<file path="config.mk">
export PLATFORM = sky130hd
export DESIGN_NAME = cp0_ctrl
export DESIGN_NICKNAME = d
export VERILOG_FILES = /design/src/rtl/cp0_pkg.sv /design/src/rtl/cp0_req_arb.sv /design/src/rtl/cp0_ctrl.sv
export SDC_FILE = /design/constraint.sdc
export NUM_CORES = 1
export LEC_CHECK = 0
export CAP_MARGIN = 25
export CORE_MARGIN = 1
export CORE_UTILIZATION = 40
export DETAILED_ROUTE_END_ITERATION = 16
export PLACE_DENSITY = 0.81
export SLEW_MARGIN = 20
export SYNTH_ARGS = -nofsm -noshare
export SYNTH_HDL_FRONTEND = slang
export SYNTH_HIERARCHICAL = 1
export SYNTH_SLANG_ARGS = --single-unit
</file>
<file path="constraint.sdc">
create_clock -name clk -period 3.1 [get_ports clk]
set_clock_uncertainty 0.1 [all_clocks]
set_input_delay 0.31 -clock clk [delete_from_list [all_inputs] [get_ports clk]]
set_output_delay 0.31 -clock clk [all_outputs]
set_load 0.02 [all_outputs]
</file>
<file path="src/rtl/cp0_pkg.sv">
`default_nettype none
// ============================================================================
// Module      : cp0_pkg
// Description : Shared CP0 register numbers, exception codes, state type and
//               exception-PC helper.
// Revision    : 1.0  initial release
// ============================================================================
package cp0_pkg;

    localparam logic [4:0]  C_REG_SR    = 5'd12;
    localparam logic [4:0]  C_REG_CAUSE = 5'd13;
    localparam logic [4:0]  C_REG_EPC   = 5'd14;
    localparam logic [4:0]  C_REG_EBASE = 5'd15;

    localparam logic [4:0]  C_EXC_INT     = 5'd0;
    localparam logic [4:0]  C_EXC_ADEL    = 5'd4;
    localparam logic [4:0]  C_EXC_ADES    = 5'd5;
    localparam logic [4:0]  C_EXC_SYSCALL = 5'd8;
    localparam logic [4:0]  C_EXC_RI      = 5'd10;
    localparam logic [4:0]  C_EXC_OV      = 5'd12;

    localparam logic [31:0] C_EBASE_RESET = 32'h0000_4180;

    typedef enum logic [0:0] {
        ST_NORMAL  = 1'b0,
        ST_HANDLER = 1'b1
    } cp0_state_t;

    // The handler resumes at EPC+4, so EPC points one slot before the victim.
    function automatic logic [31:0] f_epc(input logic [31:0] pc, input logic bd);
        logic [31:0] v;
        v = bd ? (pc - 32'd8) : (pc - 32'd4);
        return {v[31:2], 2'b00};
    endfunction

endpackage
`default_nettype wire

</file>
<file path="src/rtl/cp0_req_arb.sv">
`default_nettype none
// ============================================================================
// Module      : cp0_req_arb
// Description : Interrupt/exception request arbitration and ExcCode select.
// Revision    : 1.0  initial release
// ============================================================================
module cp0_req_arb
    import cp0_pkg::*;
(
    input  logic       i_exl,
    input  logic       i_ie,
    input  logic [5:0] i_im,
    input  logic [5:0] i_hw_int,
    input  logic [4:0] i_exc_code,
    output logic       o_req,
    output logic [4:0] o_exc_code
);

    logic w_int_pend;

    assign w_int_pend = i_ie & (|(i_hw_int & i_im));
    assign o_req      = ~i_exl & (w_int_pend | (i_exc_code != 5'd0));
    assign o_exc_code = w_int_pend ? C_EXC_INT : i_exc_code;

endmodule
`default_nettype wire

</file>
<file path="src/rtl/cp0_ctrl.sv">
`default_nettype none
// ============================================================================
// Module      : cp0_ctrl
// Description : CP0 register file (SR, Cause, EPC, EBase) with exception entry
//               and eret handling. Macro CP0_EBASE_WR_EN makes EBase writable.
// Revision    : 1.0  initial release
// ============================================================================
module cp0_ctrl
    import cp0_pkg::*;
(
    input  logic        clk,
    input  logic        reset,
    input  logic        we,
    input  logic [4:0]  addr,
    input  logic [31:0] wdata,
    output logic [31:0] rdata,
    input  logic [31:0] M_PC,
    input  logic        M_BD,
    input  logic [4:0]  exc_code,
    input  logic [5:0]  hw_int,
    input  logic        M_eret,
    output logic        Req,
    output logic [31:0] EPC_out,
    output logic [31:0] EBase_out
);

    cp0_state_t  r_state;
    cp0_state_t  w_state_next;
    logic [5:0]  r_im;
    logic        r_ie;
    logic        r_bd;
    logic [5:0]  r_ip;
    logic [4:0]  r_exccode;
    logic [31:0] r_epc;
    logic        w_exl;
    logic        w_req_raw;
    logic [4:0]  w_exc_sel;
    logic        w_sr_wr;

    assign w_exl   = (r_state == ST_HANDLER);
    assign w_sr_wr = we & (addr == C_REG_SR);

    cp0_req_arb u_arb (
        .i_exl      (w_exl),
        .i_ie       (r_ie),
        .i_im       (r_im),
        .i_hw_int   (hw_int),
        .i_exc_code (exc_code),
        .o_req      (w_req_raw),
        .o_exc_code (w_exc_sel)
    );

    // Req must read 0 the moment reset rises, independent of pipeline inputs.
    assign Req = w_req_raw & ~reset;

    always_ff @(posedge clk or posedge reset) begin
        if (reset) begin
            r_state <= ST_NORMAL;
        end else begin
            r_state <= w_state_next;
        end
    end

    always_comb begin
        w_state_next = r_state;
        if (Req) begin
            w_state_next = ST_HANDLER;
        end else if (w_sr_wr) begin
            w_state_next = (M_eret || !wdata[1]) ? ST_NORMAL : ST_HANDLER;
        end else if (M_eret) begin
            w_state_next = ST_NORMAL;
        end
    end

`ifdef CP0_EBASE_WR_EN
    logic [31:0] r_ebase;
    assign EBase_out = r_ebase;
`else
    assign EBase_out = C_EBASE_RESET;
`endif

    always_ff @(posedge clk or posedge reset) begin
        if (reset) begin
            r_im      <= 6'd0;
            r_ie      <= 1'b0;
            r_bd      <= 1'b0;
            r_ip      <= 6'd0;
            r_exccode <= 5'd0;
            r_epc     <= 32'd0;
`ifdef CP0_EBASE_WR_EN
            r_ebase   <= C_EBASE_RESET;
`endif
        end else begin
            r_ip <= hw_int;
            if (Req) begin
                r_bd      <= M_BD;
                r_exccode <= w_exc_sel;
                r_epc     <= f_epc(M_PC, M_BD);
            end else if (we) begin
                case (addr)
                    C_REG_SR: begin
                        r_im <= wdata[15:10];
                        r_ie <= wdata[0];
                    end
                    C_REG_EPC: r_epc <= {wdata[31:2], 2'b00};
`ifdef CP0_EBASE_WR_EN
                    C_REG_EBASE: r_ebase <= {wdata[31:12], 12'h000};
`endif
                    default: ;
                endcase
            end
        end
    end

    assign EPC_out = r_epc;

    always_comb begin
        rdata = 32'd0;
        case (addr)
            C_REG_SR:    rdata = {16'd0, r_im, 8'd0, w_exl, r_ie};
            C_REG_CAUSE: rdata = {r_bd, 15'd0, r_ip, 3'd0, r_exccode, 2'b00};
            C_REG_EPC:   rdata = r_epc;
`ifdef CP0_EBASE_WR_EN
            C_REG_EBASE: rdata = r_ebase;
`endif
            default:     rdata = 32'd0;
        endcase
    end

endmodule
`default_nettype wire

</file>
==> results.yml <==
synthesis:
  synth_common_cells: "51 x nand2_1, 50 x dfrtp_1, 34 x buf_4"
  syn_area_per_cell_um2: 9.29
  synth_warnings: 6
  yosys.area.top_type_share_pct: 36.0
  ys.flop_type: "dfrtp_1"
  syn_area_um2: 3480
  seq_area_frac_synth_pct: 36.0
  synth-seq-cells: 50
  synth_cell_type_count: 46
  synth_cells: 374
  yosysMostFrequentCell: "nand2_1"
  synth_edf_count: 0
  async_flop_share_pct: 100
  synthTopCellsByArea: "dfrtp_1 36%, mux2_2 9.7%, buf_4 7.3%"
  yosys.area.top_type: "dfrtp_1"
clocking:
  ctsHoldBuffers: 0
  clock-root-buffer: "clkbuf_8"
  cts_resized: 0
  cts_setup_buffers: 0
  htreeDepth: 2
  path_clk_slew_ps: 100
  cts_buffers: 5
  cts_tree: "yes"
  insertion_delay_ps: 300
  clock_sinks: 50
  clock_path_buffers: 2
run:
  maxCapViolCount: 0
drt:
  dr.pass1.iters: 5
  drt_wl_total_um: 9480
  drc: 0
  via_count: 3157
  wl_per_cell_um: 15.2
  drt_iter0_drc: 126
  viasPerCell: 5.07
  antenna_left: 0
power_and_ir_drop:
  p_int_w: 0.00145
  pwr-share-clk_pct: 21.8
  p_sw_share_pct: 33.7
  combPwrFrac_pct: 37.7
  sequentialPowerShare_pct: 40.5
  p_per_area_nw_per_um2: 432
  p_leak_nw: 2.05
  vdd_drop_max_mv: 0.203
  power.switching_w: 0.000736
final_layout:
  multi_input_area_um2: 1980
  diodes: 0
  final_nets: 605
  seqCellArea_um2: 1250
  drive_gt1_share_pct: 13.5
  area_growth_pct: 45.4
  final_util_pct: 60.9
  fill_cells: 742
floorplan:
  chipWidth_um: 95.2
  start_util_pct: 41.9
  die_h_um: 95.2
  core_um2: 8300
  dieArea_um2: 9070
  num_io_pins: 182
  rows: 33
global_route:
  grt_usage_pct: 21.0
  grt_start_max_net_pins: 51
  grt_pass1_wl_um: 14700
  grt_overflow: 0
  antenna_found_initial: 0
  first_global_vias: 3013
setup_path:
  crit_chain: "clkdlybuf4s50_1, a22o_1, o31ai_4, a31oi_1, nand2_2, clkinv_1, clkdlybuf4s50_1"
  crit_type: "primary input to output port"
  rr_startpoint: "r_im[0]$_DFFE_PP0P_"
  required_ps: 2690
  slowest_delay_ps: 540
  startpoint_type: "primary input"
  worstPathMaxFanout: 9
  startpoint: "hw_int[2]"
  critPathArrivalTime_ps: 2390
  path_common_cell: "clkdlybuf4s50_1"
  end_kind: "output port"
  cp_slowest_cell: "clkdlybuf4s50_1"
run_status:
  outcome: "complete, no violations"
timing:
  max_freq_mhz: 357
  maxSlewViolCount: 0
  whs_ps: 373
  min_period_ps: 2800
  setup_tns_ps: 0
  worstMarginPinSlew_ps: 650
  timing.final.crit_share_pct: 90.4
  maxSlewHeadroom_pct: 56.7
  setup_viol: 0
  rsz0062_at_grt: "false"
  finalHoldViolations: 0
placed_design:
  port_buffers: 145
  dp_hpwl_um: 7390
  place_congestion: 0.843
hold_path:
  holdCritStartpoint: "hw_int[0]"
  hold_path.class: "primary input to flip-flop"
flip-flops by register name, summed over array words and instances (netlist names):
register and cells:
r_state 1, r_bd 1, EPC_out 30, r_exccode 5, r_ip 6, r_im 6, r_ie 1
power groups by stage:
stage	Sequential, W	Combinational (W)	Clock [W]
6_report	0.000883	0.000823	0.000475
5_1_grt	0.000902	0.000891	0.000511
4_1_cts	0.000885	0.000831	0.000488
3_5_place_dp	0.000897	0.000825	0
3_3_place_gp	0.000887	0.000808	0
2_1_floorplan	0.000984	0.000358	0
final timing paths:
path / endpoint / slack [ps] / depth (start not counted)
worst min-delay path: r_ip[0]$_DFF_PP0_ / 370 / 1
worst max register to register: r_im[5]$_DFFE_PP0P_ / 800 / 6
worst max-delay path: Req / 300 / 7
worst min register to register: r_bd$_DFFE_PP0P_ / 390 / 2
max in group asynchronous: EPC_out[7]$_DFFE_PP0P_ / 1980 / 3
min in group asynchronous: EPC_out[22]$_DFFE_PP0P_ / 490 / 3
layout make-up:
cell class,count,share of cell area (%)
clock inverter,3,0.866
tap,105,2.60
sequential,50,24.8
timing repair buffer,156,30.3
inverter,13,0.965
clock buffer,5,1.36
multi-input combinational,291,39.1
per-stage QoR:
| stage | power (W) | setup WS (ps) | instance area, um2 | instances |
|---|---|---|---|---|
| after detailed placement | 0.00172 | 297 | 4940 | 615 |
| after global routing | 0.00230 | 167 | 5050 | 623 |
| after floorplan | 0.00134 | 383 | 3600 | 406 |
| final | 0.00218 | 298 | 5050 | 623 |
| after CTS | 0.00220 | 286 | 5050 | 623 |
| after global placement | 0.00169 | 317 | 4940 | 615 |
layout by cell type, fill, tap and decap left out, types with 9 or more instances in the layout:
master           instances
clkdlybuf4s50_1        145
dfrtp_1                 50
nand2_1                 50
conb_1                  34
mux2_2                  30
and2_1                  25
xnor2_1                 22
o21ai_0                 21
inv_1                   11
buf_4                   11
nor2_1                   9
mux2i_1                  9
a22o_1                   9
routing by layer:
metal | up-vias | part of all wire (%) | global-route usage [%] | wire, um
met2 | 134 | 50 | 37.2 | 4790
met5 | - | 0 | 0 | 0
met3 | 10 | 6.6 | 2.63 | 629
met4 | 0 | 1.4 | 5.30 | 137
li1 | 1508 | - | - | -
met1 | 1505 | 41 | 27.0 | 3930
critical path, delay by kind of cell:
| kind | cells | cell delay [ps] |
|---|---|---|
| buffers and inverters | 3 | 1090 |
| AOI/OAI and AO/OA | 3 | 790 |
| and+or+nand+nor | 1 | 190 |
kinds of logic after synthesis:
| group | count (synthesis) | synth area share [%] |
|---|---|---|
| other cells | 2 | 0.216 |
| compound gates | 53 | 10.8 |
| buf+inv | 65 | 11.0 |
| mux | 39 | 12.3 |
| fa+ha+maj | 3 | 1.08 |
| xor+xnor | 28 | 7.06 |
| flops | 50 | 36.0 |
| simple gates | 134 | 21.6 |
Power figures use the tool's default switching activity.
